### config.mk
export PLATFORM = sky130hd
export DESIGN_NAME = inst_fetcher_flat
export DESIGN_NICKNAME = d
export VERILOG_FILES = /design/src/rtl/inst_fetcher_if.sv /design/src/rtl/inst_fetcher.sv /design/src/flat_wrapper.sv
export SDC_FILE = /design/constraint.sdc
export NUM_CORES = 2
export LEC_CHECK = 0
export CORE_MARGIN = 3
export CORE_UTILIZATION = 40
export CTS_BUF_LIST = sky130_fd_sc_hd__clkbuf_4 sky130_fd_sc_hd__clkbuf_8
export DETAILED_ROUTE_END_ITERATION = 7
export GPL_TIMING_DRIVEN = 0
export RECOVER_POWER = 100
export SLEW_MARGIN = 5
export SYNTH_ARGS = -nofsm -noshare
export SYNTH_HDL_FRONTEND = slang
export SYNTH_SLANG_ARGS = --single-unit
### constraint.sdc
create_clock -name clk -period 7.1 [get_ports clk]
set_clock_uncertainty 0.1 [all_clocks]
set_input_delay 1.065 -clock clk [delete_from_list [all_inputs] [get_ports clk]]
set_output_delay 1.065 -clock clk [all_outputs]
set_load 0.01 [all_outputs]
### src/rtl/inst_fetcher_if.sv
// Fetch-stage signal bundle: PC unit, memory controller and instruction queue sides.
interface inst_fetcher_if;
  logic        ena;
  logic [31:0] in_pc;
  logic        in_pc_taken;
  logic        in_rollback;
  logic        out_pc_ena;
  logic [31:0] out_last_pc;
  logic [31:0] out_last_inst;
  logic        out_mem_req;
  logic [31:0] out_mem_addr;
  logic        in_mem_ready;
  logic [31:0] in_mem_data;
  logic        in_queue_full;
  logic        out_inst_valid;
  logic [31:0] out_inst;
  logic [31:0] out_inst_pc;
  logic        out_inst_taken;

  modport master (
    input  ena, in_pc, in_pc_taken, in_rollback, in_mem_ready, in_mem_data, in_queue_full,
    output out_pc_ena, out_last_pc, out_last_inst, out_mem_req, out_mem_addr,
           out_inst_valid, out_inst, out_inst_pc, out_inst_taken
  );

  modport slave (
    output ena, in_pc, in_pc_taken, in_rollback, in_mem_ready, in_mem_data, in_queue_full,
    input  out_pc_ena, out_last_pc, out_last_inst, out_mem_req, out_mem_addr,
           out_inst_valid, out_inst, out_inst_pc, out_inst_taken
  );
endinterface

### src/rtl/inst_fetcher.sv
// Instruction fetch stage: direct-mapped I-cache looked up on in_pc, refilled word by word on a miss.
// state   | meaning
// FETCH   | look up in_pc; push on hit, issue refill on miss
// WAIT_PC | bubble while the PC unit samples out_pc_ena
// MISS    | refill outstanding
// DRAIN   | refill outstanding after a rollback; fill, then refetch
module inst_fetcher #(
  parameter int CACHE_INDEX_BITS = 6
) (
  input logic            clk,
  input logic            rst,
  inst_fetcher_if.master io_fetch
);
  localparam int ENTRIES  = 1 << CACHE_INDEX_BITS;
  localparam int TAG_BITS = 30 - CACHE_INDEX_BITS;

  typedef enum logic [1:0] {FETCH, WAIT_PC, MISS, DRAIN} state_t;

  state_t r_state, w_state_nxt;

  logic                r_inst_valid, r_pc_ena, r_inst_taken, r_mem_req;
  logic [31:0]         r_last_pc, r_last_inst, r_inst, r_inst_pc, r_mem_addr;
  logic [ENTRIES-1:0]  r_valid;
  logic [TAG_BITS-1:0] r_tag  [ENTRIES];
  logic [31:0]         r_data [ENTRIES];

  logic [CACHE_INDEX_BITS-1:0] w_idx, w_fill_idx;
  logic [TAG_BITS-1:0]         w_tag;
  logic                        w_hit, w_push, w_issue, w_fill, w_pc_ena_nxt;

  assign w_idx      = io_fetch.in_pc[CACHE_INDEX_BITS+1:2];
  assign w_tag      = io_fetch.in_pc[31:CACHE_INDEX_BITS+2];
  assign w_hit      = r_valid[w_idx] && (r_tag[w_idx] == w_tag);
  assign w_fill_idx = r_mem_addr[CACHE_INDEX_BITS+1:2];

  always_ff @(posedge clk) begin
    if (rst) r_state <= FETCH;
    else     r_state <= w_state_nxt;
  end

  // Rollback outranks everything except a returning refill, which cannot be replayed.
  always_comb begin
    w_state_nxt  = r_state;
    w_pc_ena_nxt = 1'b0;
    w_push       = 1'b0;
    w_issue      = 1'b0;
    w_fill       = 1'b0;
    case (r_state)
      FETCH: begin
        if (!io_fetch.in_rollback && io_fetch.ena) begin
          if (w_hit) begin
            if (!io_fetch.in_queue_full) begin
              w_push       = 1'b1;
              w_pc_ena_nxt = 1'b1;
              w_state_nxt  = WAIT_PC;
            end
          end else begin
            w_issue     = 1'b1;
            w_state_nxt = MISS;
          end
        end
      end
      WAIT_PC: begin
        if (io_fetch.in_rollback) begin
          w_state_nxt = FETCH;
        end else if (io_fetch.ena) begin
          w_pc_ena_nxt = r_pc_ena;
          w_state_nxt  = FETCH;
        end
      end
      MISS: begin
        if (io_fetch.in_mem_ready) begin
          w_fill      = 1'b1;
          w_state_nxt = FETCH;
        end else if (io_fetch.in_rollback) begin
          w_state_nxt = DRAIN;
        end
      end
      DRAIN: begin
        if (io_fetch.in_mem_ready) begin
          w_fill      = 1'b1;
          w_state_nxt = FETCH;
        end
      end
      default: w_state_nxt = FETCH;
    endcase
  end

  always_ff @(posedge clk) begin
    if (rst) begin
      r_inst_valid <= 1'b0;
      r_pc_ena     <= 1'b0;
      r_inst_taken <= 1'b0;
      r_mem_req    <= 1'b0;
      r_last_pc    <= '0;
      r_last_inst  <= '0;
      r_inst       <= '0;
      r_inst_pc    <= '0;
      r_mem_addr   <= '0;
      r_valid      <= '0;
    end else begin
      r_inst_valid <= w_push;
      r_pc_ena     <= w_pc_ena_nxt;
      if (w_push) begin
        r_inst       <= r_data[w_idx];
        r_inst_pc    <= io_fetch.in_pc;
        r_inst_taken <= io_fetch.in_pc_taken;
        r_last_inst  <= r_data[w_idx];
        r_last_pc    <= io_fetch.in_pc;
      end
      if (w_issue) begin
        r_mem_req  <= 1'b1;
        r_mem_addr <= io_fetch.in_pc;
      end else if (w_fill) begin
        r_mem_req <= 1'b0;
      end
      if (w_fill) r_valid[w_fill_idx] <= 1'b1;
    end
  end

  // Data and tag arrays carry no reset; the valid bits alone qualify them.
  always_ff @(posedge clk) begin
    if (w_fill) begin
      r_tag[w_fill_idx]  <= r_mem_addr[31:CACHE_INDEX_BITS+2];
      r_data[w_fill_idx] <= io_fetch.in_mem_data;
    end
  end

  assign io_fetch.out_inst_valid = r_inst_valid;
  assign io_fetch.out_inst       = r_inst;
  assign io_fetch.out_inst_pc    = r_inst_pc;
  assign io_fetch.out_inst_taken = r_inst_taken;
  assign io_fetch.out_pc_ena     = r_pc_ena;
  assign io_fetch.out_last_pc    = r_last_pc;
  assign io_fetch.out_last_inst  = r_last_inst;
  assign io_fetch.out_mem_req    = r_mem_req;
  assign io_fetch.out_mem_addr   = r_mem_addr;
endmodule

### src/flat_wrapper.sv
// flat-port wrapper written by rule: the top's interface ports become plain ports
module inst_fetcher_flat 
#(
  parameter int CACHE_INDEX_BITS = 6
)
  (clk, rst, io_fetch_ena, io_fetch_in_pc, io_fetch_in_pc_taken, io_fetch_in_rollback, io_fetch_in_mem_ready, io_fetch_in_mem_data, io_fetch_in_queue_full, io_fetch_out_pc_ena, io_fetch_out_last_pc, io_fetch_out_last_inst, io_fetch_out_mem_req, io_fetch_out_mem_addr, io_fetch_out_inst_valid, io_fetch_out_inst, io_fetch_out_inst_pc, io_fetch_out_inst_taken);
  inst_fetcher_if io_fetch_i ();
  input logic clk;
  input logic rst;
  input wire logic [$bits(io_fetch_i.ena)-1:0] io_fetch_ena;
  input wire logic [$bits(io_fetch_i.in_pc)-1:0] io_fetch_in_pc;
  input wire logic [$bits(io_fetch_i.in_pc_taken)-1:0] io_fetch_in_pc_taken;
  input wire logic [$bits(io_fetch_i.in_rollback)-1:0] io_fetch_in_rollback;
  input wire logic [$bits(io_fetch_i.in_mem_ready)-1:0] io_fetch_in_mem_ready;
  input wire logic [$bits(io_fetch_i.in_mem_data)-1:0] io_fetch_in_mem_data;
  input wire logic [$bits(io_fetch_i.in_queue_full)-1:0] io_fetch_in_queue_full;
  output wire logic [$bits(io_fetch_i.out_pc_ena)-1:0] io_fetch_out_pc_ena;
  output wire logic [$bits(io_fetch_i.out_last_pc)-1:0] io_fetch_out_last_pc;
  output wire logic [$bits(io_fetch_i.out_last_inst)-1:0] io_fetch_out_last_inst;
  output wire logic [$bits(io_fetch_i.out_mem_req)-1:0] io_fetch_out_mem_req;
  output wire logic [$bits(io_fetch_i.out_mem_addr)-1:0] io_fetch_out_mem_addr;
  output wire logic [$bits(io_fetch_i.out_inst_valid)-1:0] io_fetch_out_inst_valid;
  output wire logic [$bits(io_fetch_i.out_inst)-1:0] io_fetch_out_inst;
  output wire logic [$bits(io_fetch_i.out_inst_pc)-1:0] io_fetch_out_inst_pc;
  output wire logic [$bits(io_fetch_i.out_inst_taken)-1:0] io_fetch_out_inst_taken;
  assign io_fetch_i.ena = io_fetch_ena;
  assign io_fetch_i.in_pc = io_fetch_in_pc;
  assign io_fetch_i.in_pc_taken = io_fetch_in_pc_taken;
  assign io_fetch_i.in_rollback = io_fetch_in_rollback;
  assign io_fetch_i.in_mem_ready = io_fetch_in_mem_ready;
  assign io_fetch_i.in_mem_data = io_fetch_in_mem_data;
  assign io_fetch_i.in_queue_full = io_fetch_in_queue_full;
  assign io_fetch_out_pc_ena = io_fetch_i.out_pc_ena;
  assign io_fetch_out_last_pc = io_fetch_i.out_last_pc;
  assign io_fetch_out_last_inst = io_fetch_i.out_last_inst;
  assign io_fetch_out_mem_req = io_fetch_i.out_mem_req;
  assign io_fetch_out_mem_addr = io_fetch_i.out_mem_addr;
  assign io_fetch_out_inst_valid = io_fetch_i.out_inst_valid;
  assign io_fetch_out_inst = io_fetch_i.out_inst;
  assign io_fetch_out_inst_pc = io_fetch_i.out_inst_pc;
  assign io_fetch_out_inst_taken = io_fetch_i.out_inst_taken;
  inst_fetcher #(.CACHE_INDEX_BITS(CACHE_INDEX_BITS)) u_core (.clk(clk), .rst(rst), .io_fetch(io_fetch_i));
endmodule
======== Word-level counts from Yosys, hierarchy flattened ========
Memory sizes are Yosys's and may differ from the RTL's. A register that Yosys moved wholly into a read port is not among the register bits.
Cells that the tools add are included.
storage, ports and cells
  register bits after elaboration ......... 134
  memory bits (writable) .................. 3584
  output and inout port bits .............. 164
  word-level logic and storage cells ...... 61
  memories ................................ 2
memories
  memory         words  width  read ports  clocked after Yosys merged registers in  wr ports  RTL line            RTL
  u_core.r_data  64     32     1           1                                        1         inst_fetcher.sv:25  logic [31:0] r_data [ENTRIES];
  u_core.r_tag   64     24     1           0                                        1         inst_fetcher.sv:24  logic [TAG_BITS-1:0] r_tag [ENTRIES];
cells by class
  magnitude comparators ................... 3
  equal/unequal tests ..................... 10
  muxes and demuxes ....................... 29
  bitwise logic cells ..................... 1
  reduce and logical (&&, ||, !) cells .... 8
operators with widths
  cell                                                        number
  bitwise OR 64 bit                                           1
  == test 24 bit                                              1
  2-to-1 mux 1 bit                                            17
  2-to-1 mux 2 bit                                            8
  less-than comparator 6 x 7 -> 1 bit, second input constant  2
  inequality test 3 bit, second input constant                4
  one-hot mux 2 bit (4 select lines)                          1
  binary-select mux 1 bit (select 6 bit)                      1
  demux 1 bit (select 6 bit)                                  1
  >= comparator 6 x 1 -> 1 bit, second input constant         1
  AND reduction 5 bit                                         1
  == test 2 bit, second input constant                        2
  logical AND 1 bit                                           3
  == test 2 x 1 -> 1 bit, second input constant               1
  zero test 2 bit                                             1
  inequality test 2 x 1 -> 1 bit, second input constant       1
  inequality test 2 bit, second input constant                1
  one-hot mux 1 bit (2 select lines)                          1
  nonzero test 2 bit                                          1
  OR reduction 2 bit                                          1
  zero test 1 bit                                             1

======== Longest topological paths before layout ========
  depth after elaboration ................. 7
  gate-level depth with buffers ........... 21
  mapped depth without buffers ............ 10

======== Worst setup path before layout ========
No wires, ideal clock.
  kind .................................... in2reg
  start ................................... input io_fetch_in_pc[2]
  end ..................................... register u_core.io_fetch.out_last_inst[10] (netlist name)
  setup time .............................. 132 ps
  arrival time ............................ 4684 ps
  data required time ...................... 6868 ps
  setup slack ............................. 2184 ps
  cell stages on the path ................. 15
  buffers on the path ..................... 10
  cell sequence ........................... buf_4 buf_4 buf_4 buf_4 buf_4 buf_6 buf_6 buf_2 clkbuf_1 buf_2 mux4_2 mux4_2 mux4_2 nand3_1 a21oi_1
between the ends
  word-level cells in the longest chain between the ends .. 6
  elaborated cells on any way between the ends .. 8
  those cells by class .................... eq/ne: 1; mux: 5; reduce/logical: 1; memory: 1
ends and longest elaborated chain
  element                                                                              RTL line            RTL
  start, declared                                                                      flat_wrapper.sv:11  input wire logic [$bits(io_fetch_i.in_pc)-1:0] io_fetch_in_pc;
  memory read (64 x 24 bit) or binary-select mux 1 bit (select 6 bit) (tied branches)  --
  == test 24 bit or 2-to-1 mux 1 bit (tied branches)                                   inst_fetcher.sv:33  assign w_hit = r_valid[w_idx] && (r_tag[w_idx] == w_tag);
  logical AND 1 bit                                                                    inst_fetcher.sv:33
  2-to-1 mux 1 bit                                                                     inst_fetcher.sv:51  if (w_hit) begin
  2-to-1 mux 1 bit                                                                     inst_fetcher.sv:50  if (!io_fetch.in_rollback && io_fetch.ena) begin
  2-to-1 mux 1 bit                                                                     inst_fetcher.sv:48  case (r_state)
Parallel ways exist; a longest one is shown, timed or not. The select of a mux whose other input is x is not followed.
A chain may end at the register's enable or synchronous reset.

======== Worst setup path in the final report ========
  start ................................... input io_fetch_in_pc[5]
  end ..................................... register u_core.r_last_pc[30] (netlist: u_core.io_fetch.out_last_pc[30])
between the ends
  word-level cells in the longest chain between the ends .. 6
  elaborated cells on any way between the ends .. 8
  those cells by class .................... eq/ne: 1; mux: 5; reduce/logical: 1; memory: 1
ends and longest elaborated chain
  element                                                                              RTL line             RTL
  memory read (64 x 24 bit) or binary-select mux 1 bit (select 6 bit) (tied branches)  --
  == test 24 bit or 2-to-1 mux 1 bit (tied branches)                                   inst_fetcher.sv:33
  logical AND 1 bit (*)                                                                inst_fetcher.sv:33
  2-to-1 mux 1 bit (*)                                                                 inst_fetcher.sv:51
  2-to-1 mux 1 bit (*)                                                                 inst_fetcher.sv:50
  2-to-1 mux 1 bit (*)                                                                 inst_fetcher.sv:48
  end signal, assigned                                                                 inst_fetcher.sv:109  r_last_pc <= io_fetch.in_pc;
  end, declared                                                                        inst_fetcher.sv:22   logic [31:0] r_last_pc, r_last_inst, r_inst, r_inst_pc, r_mem_addr;
Every way passes the cells marked *; elsewhere a longest branch is shown, timed or not. The select of a mux whose other input is x is not followed.

==> metrics.md <==
| Metric | Value |
|---|---|
| Die area | `367800 sq um` |
| Worst Setup EP | `u_core.io_fetch.out_last_pc[30]$_SDFFE_PP0P_` |
| Max VDD drop | `0.1822 mV` |
| Initial Util | `40.36%` |
| Critical Path Start Type | `input pin` |
| CTS buffer count | `607` |
| Worst path depth | `17` |
| Delay-heaviest family, CP | `buffers and inverters` |
| Clk sinks | `3750` |
| Worst reg2reg setup slack | `-0.06 ns` |
| Worst R2R Start | `u_core.io_fetch.out_mem_addr[7]$_SDFFE_PP0P_` |
| Status | `finished with violations` |
| CP Capture Type | `register` |
| CTS tree | `yes` |
| Warnings from Yosys | `0` |
| Die Y | `606.5 microns` |
| WP data required | `8.15 ns` |
| Port Buf Inserts | `230` |
| Syn avg cell area | `21.97 sq um` |
| Synthesized cell area | `144200 sq um` |
| R2r worst-path depth | `7` |
| Largest net degree at the start of global routing | `68` |
| Final-stage net count | `7793` |
| Wire length per cell | `38.43 microns` |
| Period utilization | `101.4%` |
| Worst path bufs/invs | `8` |
| Commonest non-fill, non-tap cell in the layout | `edfxtp_1` |
| Worst slew pin tran | `3.853 ns` |
| Setup ws final | `-0.09898 ns` |
| Finished Core Util | `46.36%` |
| Design area | `165700 sq um` |
| Switching portion of total power | `23.08%` |
| Net Switching | `0.01039 W` |
| Max-slew violation count | `6119` |
| Slowest stage delay, CP | `0.92 ns` |
| Mapped Cells | `6565` |
| DRT iter0 DRCs | `12950` |
| Rows | `219` |
| Ports | `235` |
| Share of cells above drive strength 1 | `27.77%` |
| First-pass GRT wire length | `667.1 mm` |
| TNS Setup | `-1.796 ns` |
| Final Hold Fails | `0` |
| FFs w/ async S/R, synth | `0%` |
| GPL Wtd Cong | `0.8769` |
| Kind of critical path | `input pin to register` |
| Critical path origin | `io_fetch_in_pc[5]` |
| CTS HTree Levels | `6` |
| Post-DP HPWL | `336.0 mm` |
| Leakage power | `54.03 nW` |
| Worst hold stages | `1` |
| Pint | `0.03463 W` |
| Antenna violations before repair | `26` |
| Hold Path Class | `input pin to register` |
| Drt pass-1 iters | `6` |
| Fmax | `0.1389 GHz` |
| Gr usage total | `26.68%` |
| Clock Latency Late Sink | `1.25 ns` |
| Syn nets | `6636` |
| Crit path time final | `7.199 ns` |
| DR vias | `79800` |
| CORE AREA | `357300 sq um` |
| Synth-to-layout area growth | `14.86%` |
| FF+latch count, synth | `3750` |
| Vias in the first global route | `78710` |
| Clock network fraction of total power | `40.9%` |
| Fill cells | `29890` |
| Pwr/cell area | `271.8 nW/um^2` |
| Overflow after GRT | `0` |
| Via density | `6.154` |
| Postcts setup bufs | `0` |
| EDFF count, synth | `3584` |
| Antenna Violating Nets Remaining | `0` |
| CP cell instances | `clkbuf_1 > clkbuf_2 > buf_2 > buf_2 > clkbuf_1 > clkdlybuf4s15_1 > mux4_2 > a32oi_1 > nand4_1 > xnor2_1 > a21oi_1 > nor2_1 > and4_1 > clkbuf_2 > clkbuf_4 > nand3_1 > a21oi_1` |
| Sequential power share | `54.0%` |
| Fin Hold WS | `0.1739 ns` |
| # setup viols final | `44` |
| Combinational share of power | `5.1%` |
| Clk buf depth | `4` |
| Worst path arrival time | `8.25 ns` |
| Drt total wl | `498.3 mm` |
| Failing checks | `max-capacitance violations, max-slew violations, negative setup slack` |
| Max cap viols | `268` |
| Clock Tree Root | `clkbuf_8` |
| Crit-path slowest cell | `clkdlybuf4s15_1` |
| Most frequent cells in the layout | `edfxtp_1, mux4_2, clkbuf_8` |
| Number of distinct library cells after synthesis | `68` |
| Primary FF master, synth | `edfxtp_1` |
| FF-to-FF End | `u_core.r_data[4][17]$_DFFE_PP_` |
| Rel. slew slack | `-156.9%` |
| Worst-path clk slew | `0.06 ns` |
| RSZ-0062 raised after global routing | `false` |
| Die Wd | `606.5 microns` |
| Critical-path maximum fanout | `10` |
| Seq/Total Area, Yosys | `76.93%` |
| Placed Area | `159300 sq um` |
| DRC viols | `0` |
## power by group through the flow
stage                     logic (W)  registers (W)  clock network, W
after floorplan             0.00116         0.0248                 0
after global placement      0.00214         0.0249                 0
after detailed placement    0.00235         0.0247                 0
after CTS                   0.00236         0.0243            0.0185
after global routing        0.00237         0.0243            0.0196
final                       0.00231         0.0243            0.0184
## registers in the layout, indices dropped and copies added (netlist names)
register and flops:
u_core.r_tag 1536, u_core.io_fetch.out_pc_ena 1, u_core.io_fetch.out_last_pc 32, u_core.io_fetch.out_mem_addr 32, u_core.io_fetch.out_last_inst 32, u_core.io_fetch.out_inst_valid 1, u_core.io_fetch.out_inst_taken 1, u_core.io_fetch.out_mem_req 1
u_core.r_data 2048, u_core.r_state 2, u_core.r_valid 64
## synth_stat cells, types with 13 or more instances
cell | number | area (sq um)
nand4_1 | 63 | 394.1
nand3_1 | 132 | 660.6
dfxtp_1 | 166 | 3323
o22ai_1 | 25 | 156.4
a22oi_1 | 58 | 435.4
o211ai_1 | 39 | 292.8
nor2_1 | 205 | 769.5
o21ai_1 | 13 | 65.06
mux4_2 | 1002 | 22570
o21ba_2 | 14 | 140.1
xor2_1 | 14 | 122.6
nor2b_1 | 28 | 175.2
mux2_2 | 13 | 146.4
clkbuf_1 | 176 | 660.6
buf_4 | 102 | 765.7
a21oi_1 | 94 | 470.5
edfxtp_1 | 3584 | 107600
buf_1 | 27 | 101.4
buf_6 | 14 | 157.7
buf_2 | 126 | 630.6
mux2i_1 | 174 | 1742
a31oi_1 | 47 | 294.0
o221ai_1 | 13 | 113.9
o21ai_0 | 73 | 365.4
nand2_1 | 188 | 705.7
## stage by stage
stage / std cells / setup WS (ns) / total power [W]
after floorplan: 6565 / 2.184 / 0.02593
after global placement: 11550 / -4.195 / 0.02701
after detailed placement: 11850 / -2.400 / 0.02709
after CTS: 12940 / 0.01205 / 0.04518
after global routing: 12960 / 0.04157 / 0.04625
final: 12970 / -0.09898 / 0.04502
## worst min-delay path by stage
stage | start | endpoint
floorplan | u_core.r_valid[5]$_SDFFE_PP0P_ | u_core.r_valid[5]$_SDFFE_PP0P_
global placement | u_core.r_valid[46]$_SDFFE_PP0P_ | u_core.r_valid[46]$_SDFFE_PP0P_
detailed placement | u_core.io_fetch.out_mem_req$_SDFFE_PP0P_ | u_core.io_fetch.out_mem_req$_SDFFE_PP0P_
CTS | io_fetch_in_mem_data[11] | u_core.r_data[34][11]$_DFFE_PP_
global route | io_fetch_in_mem_data[11] | u_core.r_data[34][11]$_DFFE_PP_
finish | io_fetch_in_mem_data[11] | u_core.r_data[34][11]$_DFFE_PP_
## timing repair
item / in CTS / in global routing
hold endpoints to repair: 69 / 0
gates resized for setup: 9 / 13
pin swaps: 0 / 1
setup endpoints to repair: 41 / 17
hold buffers: 15 / 0
## cell type report
class	count	area, sq um	share of cell area, %
Sequential cell	3750	110900	66.97
Multi-Input combinational cell	2362	30980	18.70
Clock buffer	844	10260	6.196
Tap cell	4751	5944	3.588
Timing Repair Buffer	549	3590	2.167
Buffer	444	2342	1.414
Clock inverter	236	1499	0.9049
Antenna cell	23	57.56	0.03474
Inverter	8	30.03	0.01813
## routing by layer
metal | wire length [microns] | up-vias | GRT usage [%]
met4 | 34450 | 6 | 14.82
met1 | 176700 | 42290 | 34.74
met3 | 57720 | 1397 | 6.152
met2 | 229400 | 5983 | 41.59
met5 | 40 | - | 0
li1 | - | 30130 | -
## kinds of logic after synthesis
family          count (synthesis)  share of synthesized area [%]
flops                        3750                          76.93
mux                          1189                          16.96
simple gates                  700                          2.289
buf+inv                       453                          1.627
compound gates                451                          2.070
xor+xnor                       22                         0.1336
No activity file was read; power rests on OpenSTA's default activity.
